## src/rtl/edram_pm_pkg.sv

```systemverilog
// edram_pm_pkg: shared sequencer/power-manager states, default timeouts and bank decode helper
package edram_pm_pkg;

    typedef enum logic [2:0] {
        S_IDLE,
        S_WAKE,
        S_ISSUE,
        S_WAIT_DONE,
        S_RESP
    } seq_state_e;

    typedef enum logic [1:0] {
        PMU_SLEEP,
        PMU_WAKING,
        PMU_ACTIVE,
        PMU_STANDBY
    } pmu_state_e;

    localparam int T_WAKE_TIMEOUT_DEF = 200;
    localparam int T_ARR_TIMEOUT_DEF  = 63;
    localparam int PMU_WAKE_CYCLES    = 50;
    localparam int PMU_IDLE_CYCLES    = 150;

    function automatic logic [15:0] bank_onehot(input logic [3:0] b);
        return 16'(1) << b;
    endfunction

endpackage

```

## src/rtl/bank_access_sequencer.sv

```systemverilog
// bank_access_sequencer: wakes the target eDRAM bank, issues one array access and reports the result
module bank_access_sequencer
    import edram_pm_pkg::*;
#(
    parameter int ADDR_W         = 12,
    parameter int DATA_W         = 32,
    parameter int T_WAKE_TIMEOUT = T_WAKE_TIMEOUT_DEF,
    parameter int T_ARR_TIMEOUT  = T_ARR_TIMEOUT_DEF
) (
    input  logic              clk,
    input  logic              rst_n,
    input  logic              req_valid,
    output logic              req_ready,
    input  logic [3:0]        req_bank,
    input  logic              req_we,
    input  logic [ADDR_W-1:0] req_addr,
    input  logic [DATA_W-1:0] req_wdata,
    output logic              rsp_valid,
    output logic [DATA_W-1:0] rsp_rdata,
    output logic              rsp_error,
    output logic [15:0]       request_wakeup,
    output logic [15:0]       access_done,
    input  logic [15:0]       bank_active_status,
    output logic              arr_en,
    output logic              arr_we,
    output logic [3:0]        arr_bank,
    output logic [ADDR_W-1:0] arr_addr,
    output logic [DATA_W-1:0] arr_wdata,
    input  logic              arr_done,
    input  logic [DATA_W-1:0] arr_rdata
);

    localparam int T_MAX = (T_WAKE_TIMEOUT > T_ARR_TIMEOUT) ? T_WAKE_TIMEOUT : T_ARR_TIMEOUT;
    localparam int CNT_W = $clog2(T_MAX) + 1;
    localparam logic [CNT_W-1:0] WAKE_LAST = CNT_W'(T_WAKE_TIMEOUT - 1);
    localparam logic [CNT_W-1:0] ARR_LAST  = CNT_W'(T_ARR_TIMEOUT - 1);

    seq_state_e        state_q;
    logic [3:0]        bank_q;
    logic              we_q;
    logic [ADDR_W-1:0] addr_q;
    logic [DATA_W-1:0] wdata_q;
    logic [DATA_W-1:0] rdata_q;
    logic              error_q;
    logic [CNT_W-1:0]  cnt_q;
    logic              busy;

    assign busy           = state_q inside {S_WAKE, S_ISSUE, S_WAIT_DONE};
    assign req_ready      = rst_n && state_q == S_IDLE;
    assign rsp_valid      = state_q == S_RESP;
    assign rsp_rdata      = rdata_q;
    assign rsp_error      = error_q;
    assign request_wakeup = busy ? bank_onehot(bank_q) : '0;
    assign access_done    = rsp_valid ? bank_onehot(bank_q) : '0;
    assign arr_en         = state_q == S_ISSUE;
    assign arr_we         = arr_en && we_q;
    assign arr_bank       = arr_en ? bank_q : '0;
    assign arr_addr       = arr_en ? addr_q : '0;
    assign arr_wdata      = arr_en ? wdata_q : '0;

    // The counter clears by default and only advances while a state persists,
    // so every state entry starts it from zero.
    always_ff @(posedge clk or negedge rst_n) begin
        if (!rst_n) begin
            state_q <= S_IDLE;
            bank_q  <= '0;
            we_q    <= 1'b0;
            addr_q  <= '0;
            wdata_q <= '0;
            rdata_q <= '0;
            error_q <= 1'b0;
            cnt_q   <= '0;
        end else begin
            cnt_q <= '0;
            case (state_q)
                S_IDLE: if (req_valid) begin
                    bank_q  <= req_bank;
                    we_q    <= req_we;
                    addr_q  <= req_addr;
                    wdata_q <= req_wdata;
                    state_q <= S_WAKE;
                end
                S_WAKE: if (bank_active_status[bank_q]) begin
                    state_q <= S_ISSUE;
                end else if (cnt_q == WAKE_LAST) begin
                    state_q <= S_RESP;
                    error_q <= 1'b1;
                    rdata_q <= '0;
                end else begin
                    cnt_q <= cnt_q + CNT_W'(1);
                end
                S_ISSUE: state_q <= S_WAIT_DONE;
                S_WAIT_DONE: if (arr_done) begin
                    state_q <= S_RESP;
                    error_q <= 1'b0;
                    rdata_q <= we_q ? '0 : arr_rdata;
                end else if (cnt_q == ARR_LAST) begin
                    state_q <= S_RESP;
                    error_q <= 1'b1;
                    rdata_q <= '0;
                end else begin
                    cnt_q <= cnt_q + CNT_W'(1);
                end
                S_RESP: state_q <= S_IDLE;
                default: state_q <= S_IDLE;
            endcase
        end
    end

endmodule
```

## config.mk

```make
export PLATFORM = sky130hd
export DESIGN_NAME = bank_access_sequencer
export DESIGN_NICKNAME = d
export VERILOG_FILES = /design/src/rtl/edram_pm_pkg.sv /design/src/rtl/bank_access_sequencer.sv
export SDC_FILE = /design/constraint.sdc
export NUM_CORES = 1
export LEC_CHECK = 0
export ABC_AREA = 1
export CAP_MARGIN = 20
export CORE_ASPECT_RATIO = 1.4
export CORE_UTILIZATION = 41
export CTS_CLUSTER_SIZE = 30
export DETAILED_ROUTE_END_ITERATION = 8
export GPL_TIMING_DRIVEN = 0
export MAX_ROUTING_LAYER = met4
export PLACE_DENSITY = 0.81
export SYNTH_ARGS = -nofsm -noshare
export SYNTH_HDL_FRONTEND = slang
export SYNTH_SLANG_ARGS = --single-unit
```

## constraint.sdc

```tcl
create_clock -name clk -period 2.15 [get_ports clk]
set_input_delay 0.645 -clock clk [delete_from_list [all_inputs] [get_ports clk]]
set_output_delay 0.645 -clock clk [all_outputs]
set_load 0.02 [all_outputs]
```

* After elaboration in Yosys (flattened, before gate mapping)
Cells that the tools add are included.
** Cells by class
- Shift-type cells :: 1
- Order comparisons :: 1
- Bitwise operators :: 0
- Eq/ne operators :: 11
- Multipliers :: 0
- Reduce and logical (&&, ||, !) cells :: 8
- Mux-type cells :: 29
- Div/mod/pow operators :: 0
- Add/subtract/negate cells :: 1
** Operator list (number)
- 32-bit two-way mux :: 6
- 32-bit case mux with 2 select lines :: 1
- 9-bit two-way mux :: 4
- 16-bit two-way mux :: 2
- 9-bit case mux with 2 select lines :: 1
- 1-bit by 4-bit left shift with 16-bit output (first input constant) :: 1
- 3-bit two-way mux :: 5
- 12-bit two-way mux :: 1
- 3-bit case mux with 4 select lines :: 1
- 9-bit by 1-bit adder with 9-bit output (second input constant) :: 1
- 9-bit by 6-bit == test with 1-bit output (second input constant) :: 1
- 9-bit by 8-bit == test with 1-bit output (second input constant) :: 1
- 3-bit by 2-bit == test with 1-bit output (second input constant) :: 2
- 4-bit by 5-bit < comparator with 1-bit output (second input constant) :: 1
- 1-bit two-way mux :: 5
- 1-bit binary-select mux with 4-bit select :: 1
- 4-bit two-way mux :: 1
- 2-bit != test (second input constant) :: 2
- 4-bit AND reduction :: 1
- 3-bit by 1-bit == test with 1-bit output (second input constant) :: 1
- 3-bit == test (second input constant) :: 1
- 3-bit zero test :: 1
- 3-bit by 1-bit != test with 1-bit output (second input constant) :: 1
- 3-bit by 2-bit != test with 1-bit output (second input constant) :: 1
- other kinds (7) :: 8
** Storage, ports and cells
- Register bits :: 94
- Word-level logic and storage cells :: 59
- Bits in read-only memories :: 0
- Latch bits :: 0
- Output and inout bits :: 117
- Memories kept :: 0
- Memory bits (writable) :: 0
- Bits of input ports :: 101

* Logic depth before layout (Yosys ltp)
- Depth in word-level cells :: 4
- Depth in mapped cells :: 13
- Mapped depth without buffers :: 11

* Worst setup path before layout
Ideal clock, no wire load.
- Path kind :: register to output
- From :: register state_q[0]
- To :: output arr_addr[0]
- Data required time :: 1505 ps
- Buffers on the path :: 1
- Path slack :: -61 ps
- Data arrival time :: 1566 ps
- Stages on the path, launching flop included :: 7
- Path through :: dfrtp_1 nor2_2 inv_2 nor2_1 inv_2 clkbuf_1 nor2_1
** Between the ends
- Word-level cells in the longest chain between the ends :: 2
** RTL lines
- start, declared :: line bank_access_sequencer.sv:38 : seq_state_e state_q;
- start signal, assigned :: line bank_access_sequencer.sv:65 : state_q <= S_IDLE;
- start signal, assigned :: line bank_access_sequencer.sv:81 : state_q <= S_WAKE;
- start signal, assigned :: line bank_access_sequencer.sv:84 : state_q <= S_ISSUE;
- 3-bit by 2-bit == test with 1-bit output :: line bank_access_sequencer.sv:55 : assign arr_en = state_q == S_ISSUE;
- net arr_en :: line bank_access_sequencer.sv:24 : output logic arr_en,
- 12-bit two-way mux :: line bank_access_sequencer.sv:58 : assign arr_addr = arr_en ? addr_q : '0;
- end, declared :: line bank_access_sequencer.sv:27 : output logic [ADDR_W-1:0] arr_addr,
The timed path passes the listed nets, and every way through them passes these cells.

* Worst setup path in the final report
- From :: register state_q[0]
- To :: output request_wakeup[14]
** Between the ends
- Word-level cells in the longest chain between the ends :: 3
- Elaborated cells between the ends (all ways) :: 5
- Those cells by class :: eq/ne: 3; mux: 1; reduce/logical: 1
** RTL lines
- 3-bit by 1-bit == test with 1-bit output / 3-bit by 2-bit == test with 1-bit output (equally long branches) :: line bank_access_sequencer.sv:48 : assign busy = state_q inside {S_WAKE, S_ISSUE, S_WAIT_DONE};
- 3-bit nonzero test (*) :: line bank_access_sequencer.sv:48
- 16-bit two-way mux (*) :: line bank_access_sequencer.sv:53 : assign request_wakeup = busy ? bank_onehot(bank_q) : '0;
- end, declared :: line bank_access_sequencer.sv:21 : output logic [15:0] request_wakeup,
Every way passes the cells marked *; elsewhere a longest branch is shown, timed or not.

==> impl_metrics.xml <==
<?xml version="1.0" encoding="UTF-8"?>
<metrics>
  <group name="logic_synthesis">
    <metric name="syn_avg_cell_area" unit="sq um">7.62</metric>
    <metric name="synth.largest_area_cell" unit="">sky130_fd_sc_hd__dfrtp_1</metric>
    <metric name="yosys_warnings" unit="">0</metric>
    <metric name="synth_seq_area_share" unit="%">53.0</metric>
    <metric name="yosys.area.top_type_share" unit="%">53.0</metric>
    <metric name="postSynthCellCount" unit="">582</metric>
    <metric name="dominantRegCellSynth" unit="">sky130_fd_sc_hd__dfrtp_1</metric>
    <metric name="synth-edff-count" unit="">0</metric>
    <metric name="synth_cell_type_count" unit="">25</metric>
    <metric name="total_nets_after_synthesis" unit="">685</metric>
    <metric name="post_synthesis_async_set_or_reset_flop_share" unit="%">100</metric>
    <metric name="ys_top_cells_by_count" unit="">sky130_fd_sc_hd__nand2_1 (143), sky130_fd_sc_hd__nor2_1 (140), sky130_fd_sc_hd__dfrtp_1 (94), sky130_fd_sc_hd__a21oi_1 (60), sky130_fd_sc_hd__inv_1 (56)</metric>
    <metric name="synthTopCellsByArea" unit="">sky130_fd_sc_hd__dfrtp_1 (53%), sky130_fd_sc_hd__nand2_1 (12%), sky130_fd_sc_hd__nor2_1 (12%)</metric>
    <metric name="post_synthesis_cell_area" unit="sq mm">0.00444</metric>
    <metric name="synth.most_common_cell" unit="">sky130_fd_sc_hd__nand2_1</metric>
    <metric name="ys_ff_latch" unit="">94</metric>
  </group>
  <group name="clock_network">
    <metric name="post_cts_hold_fix_bufs" unit="">0</metric>
    <metric name="number_of_cts_inserted_buffers" unit="">9</metric>
    <metric name="cts.sinks" unit="">94</metric>
    <metric name="clock_tree_from_tritoncts" unit="">built</metric>
    <metric name="clock-root-buffer" unit="">sky130_fd_sc_hd__clkbuf_16</metric>
    <metric name="clk-insertion-delay-late" unit="ns">0.34</metric>
    <metric name="ctsHtreeMaxLevel" unit="">3</metric>
    <metric name="clockBufferDepth" unit="">2</metric>
    <metric name="post_cts_clock_slew_at_the_launch_and_capture_registers_of_the_worst_setup_and_hold_paths" unit="ns">0.06</metric>
  </group>
  <group name="layout">
    <metric name="num_antenna_cells" unit="">0</metric>
    <metric name="layout.nets" unit="">933</metric>
    <metric name="final_core_utilization" unit="%">75.8</metric>
    <metric name="syn_to_final_growth" unit="%">78.7</metric>
    <metric name="number_of_non_filler_instances_in_the_completed_layout" unit="">973</metric>
    <metric name="layout-drive-gt1-share" unit="%">28.5</metric>
    <metric name="n_fill_cell" unit="">705</metric>
  </group>
  <group name="sta">
    <metric name="achievable_freq" unit="MHz">410</metric>
    <metric name="finalSetupTns" unit="ns">-11.06</metric>
    <metric name="setup_violating_endpoint_count_in_the_final_report" unit="">72</metric>
    <metric name="clock-skew-final" unit="ns">0.00901</metric>
    <metric name="post-route-period-util" unit="%">113</metric>
    <metric name="hold_viol" unit="">0</metric>
    <metric name="period_needed" unit="ns">2.44</metric>
    <metric name="rsz_0062_raised_after_global_routing" unit="">true</metric>
    <metric name="slew_hr" unit="%">62.8</metric>
    <metric name="maxSlewViolCount" unit="">0</metric>
    <metric name="layout_setup_ws" unit="ns">-0.286</metric>
    <metric name="worstMarginPinSlew" unit="ns">0.557</metric>
  </group>
  <group name="floorplan">
    <metric name="fp.coreArea" unit="sq mm">0.0105</metric>
    <metric name="die_w" unit="microns">89.9</metric>
    <metric name="initial_utilization" unit="%">42.4</metric>
    <metric name="core.rowCount" unit="">44</metric>
    <metric name="ioPinCount" unit="">218</metric>
    <metric name="design.die.area" unit="sq mm">0.0112</metric>
    <metric name="floorplan.die.height" unit="microns">125</metric>
  </group>
  <group name="detailed_routing">
    <metric name="drt-wirelength-per-cell" unit="microns">15.6</metric>
    <metric name="ant_nets" unit="">0</metric>
    <metric name="metal1_wirelength" unit="mm">5.56</metric>
    <metric name="routed_wirelength" unit="mm">15.2</metric>
    <metric name="via_count" unit="">4854</metric>
    <metric name="routed-wl-met2" unit="mm">8.27</metric>
    <metric name="detailed_route_drc_error_count" unit="">0</metric>
    <metric name="vias_per_cell" unit="">4.99</metric>
    <metric name="drt_pass1_iterations" unit="">4</metric>
    <metric name="drtIter0Drc" unit="">311</metric>
    <metric name="routed.top_layer" unit="">met4</metric>
    <metric name="dr_wl_met3" unit="microns">784</metric>
  </group>
  <group name="power">
    <metric name="power_density" unit="mW/mm^2">1220</metric>
    <metric name="switchingPower" unit="mW">4.14</metric>
    <metric name="vdd_ir_drop_max" unit="mV">0.701</metric>
    <metric name="total_leakage_power" unit="nW">3.84</metric>
    <metric name="share_seq_of_total_power" unit="%">27.4</metric>
    <metric name="pwr-share-comb" unit="%">56.1</metric>
    <metric name="power.share.switching" unit="%">42.8</metric>
    <metric name="clockPowerShare" unit="%">16.5</metric>
    <metric name="power_report.internal_total" unit="mW">5.53</metric>
  </group>
  <group name="worst_setup_path">
    <metric name="maximum_fanout_along_the_worst_path" unit="">8</metric>
    <metric name="timing.critical_path.to_type" unit="">primary output</metric>
    <metric name="worstPathRequired" unit="ns">1.50</metric>
    <metric name="worstSetupStartpointType" unit="">flip-flop</metric>
    <metric name="worst-setup-path-type" unit="">flip-flop to primary output</metric>
    <metric name="cp_data_arrival_time" unit="ns">1.79</metric>
  </group>
  <group name="place">
    <metric name="dp_hpwl" unit="mm">9.86</metric>
    <metric name="place_ws" unit="ns">-0.717</metric>
    <metric name="place_inst" unit="">938</metric>
    <metric name="place.gp.congestion" unit="">0.878</metric>
    <metric name="io_buffer_count" unit="">217</metric>
  </group>
  <group name="global_route">
    <metric name="maximum_number_of_pins_on_one_net_before_global_route_repair" unit="">34</metric>
    <metric name="grt_pass1_vias" unit="">4811</metric>
    <metric name="grt_pass1_wl" unit="mm">23.0</metric>
    <metric name="groute.usage.overall" unit="%">26.7</metric>
    <metric name="antenna_found_initial" unit="">0</metric>
    <metric name="grt_overflow" unit="">0</metric>
  </group>
  <group name="run">
    <metric name="max_cap_viol_count" unit="">0</metric>
  </group>
  <group name="status">
    <metric name="status" unit="">finished with violations</metric>
    <metric name="failed_checks" unit="">setup timing</metric>
  </group>
  <group name="min_path">
    <metric name="holdCritPathClass" unit="">input pin to asynchronous set/reset pin</metric>
  </group>
</metrics>
-- worst max-delay path: stages, from the launching register on --
cell                      delay [ns]
sky130_fd_sc_hd__dfrtp_1        0.43
sky130_fd_sc_hd__nor2_4         0.17
sky130_fd_sc_hd__buf_4          0.13
sky130_fd_sc_hd__buf_6          0.09
sky130_fd_sc_hd__a21oi_4        0.07
sky130_fd_sc_hd__buf_8          0.14
sky130_fd_sc_hd__buf_12         0.13
sky130_fd_sc_hd__nor2_1         0.12
sky130_fd_sc_hd__buf_4          0.17
-- through the flow --
stage	cell area (sq um)	total power, mW	hold slack [ns]
finish	7930	9.67	0.128
CTS	7440	8.95	0.128
floorplan	4440	5.02	0.349
detailed placement	6810	6.72	0.458
global placement	6780	6.60	0.455
global route	7930	10.2	0.127
-- registers in the layout, indices dropped and copies added (netlist names) --
signal / count
addr_q: 12
bank_q: 4
cnt_q: 9
rsp_error: 1
rsp_rdata: 32
state_q: 3
wdata_q: 32
we_q: 1
-- final cells by class --
type | instances | area (sq um) | share of cell area (%)
plain buffers | 27 | 238 | 3.00
multi-input cells | 395 | 2150 | 27.1
repair buffers | 241 | 2460 | 31.0
well taps | 138 | 173 | 2.18
clock inverters | 5 | 56.3 | 0.710
flip-flops and latches | 94 | 2360 | 29.7
inverters | 62 | 256 | 3.24
clock buffers | 11 | 243 | 3.06
-- power groups by stage --
stage / Clock (mW) / Sequential (mW) / Combinational (mW)
after floorplan: 0 / 2.78 / 2.24
after global placement: 0 / 2.63 / 3.98
after detailed placement: 0 / 2.65 / 4.07
after CTS: 1.62 / 2.65 / 4.68
after global routing: 1.70 / 2.72 / 5.79
final: 1.59 / 2.65 / 5.42
-- cell usage in the layout (no fill, tap or decap), types with 2 or more instances in the layout --
master | netlist | final
sky130_fd_sc_hd__nor3_1 | 3 | 3
sky130_fd_sc_hd__buf_12 | 0 | 2
sky130_fd_sc_hd__clkbuf_4 | 0 | 2
sky130_fd_sc_hd__clkbuf_16 | 0 | 14
sky130_fd_sc_hd__clkinvlp_4 | 0 | 2
sky130_fd_sc_hd__bufbuf_16 | 0 | 2
sky130_fd_sc_hd__inv_1 | 56 | 52
sky130_fd_sc_hd__buf_2 | 6 | 4
sky130_fd_sc_hd__nor2_4 | 1 | 38
sky130_fd_sc_hd__nand3_4 | 0 | 2
sky130_fd_sc_hd__nor2_1 | 140 | 77
sky130_fd_sc_hd__xnor2_1 | 2 | 2
sky130_fd_sc_hd__a21oi_1 | 60 | 59
sky130_fd_sc_hd__nand2_1 | 143 | 141
sky130_fd_sc_hd__clkbuf_1 | 22 | 12
sky130_fd_sc_hd__clkbuf_8 | 0 | 2
sky130_fd_sc_hd__ha_1 | 2 | 2
sky130_fd_sc_hd__nand3_2 | 1 | 13
sky130_fd_sc_hd__dfrtp_1 | 94 | 91
sky130_fd_sc_hd__xor2_1 | 4 | 4
sky130_fd_sc_hd__inv_4 | 0 | 2
sky130_fd_sc_hd__clkdlybuf4s50_1 | 0 | 132
sky130_fd_sc_hd__inv_8 | 0 | 2
sky130_fd_sc_hd__inv_2 | 5 | 4
sky130_fd_sc_hd__clkinv_2 | 0 | 2
sky130_fd_sc_hd__dfrtp_2 | 0 | 3
sky130_fd_sc_hd__nand3_1 | 30 | 16
sky130_fd_sc_hd__buf_8 | 0 | 4
sky130_fd_sc_hd__buf_6 | 3 | 48
sky130_fd_sc_hd__buf_4 | 0 | 54
sky130_fd_sc_hd__nor2_2 | 2 | 28
sky130_fd_sc_hd__nand2_2 | 1 | 3
-- timing repair --
item / CTS / global route
pin swaps: 7 / 12
gates resized for setup: 514 / 115
endpoints found under the setup margin: 84 / 83
cloned: 4 / 2
buffers inserted: 12 / 5
-- metal layers --
metal,vias up,track usage [%]
met1,2327,28.2
li1,2273,-
met2,210,48.0
met4,0,12.3
met3,44,4.81
met5,-,-
-- worst paths after layout --
path / from / endpoint / slack (ns) / cells after the start
worst max-delay path: state_q[0]$_DFFE_PN0P_ / request_wakeup[14] / -0.29 / 8
worst min-delay path: rst_n / rsp_rdata[5]$_DFFE_PN0P_ / 0.13 / 1
worst max register to register: state_q[0]$_DFFE_PN0P_ / bank_q[3]$_DFFE_PN0P_ / 0.20 / 7
worst min register to register: rsp_rdata[10]$_DFFE_PN0P_ / rsp_rdata[10]$_DFFE_PN0P_ / 0.47 / 2
max in group asynchronous: rst_n / state_q[1]$_DFFE_PN0P_ / 1.44 / 2
min in group clk: rsp_rdata[10]$_DFFE_PN0P_ / rsp_rdata[10]$_DFFE_PN0P_ / 0.47 / 2
-- kinds of logic after synthesis --
logic type / after synthesis / synth area share [%]
xor+xnor: 6 / 1.18
flops: 94 / 53.0
fa+ha+maj: 2 / 0.564
buf+inv: 93 / 8.55
simple gates: 324 / 29.1
compound gates: 63 / 7.53
Power figures use the tool's default switching activity.
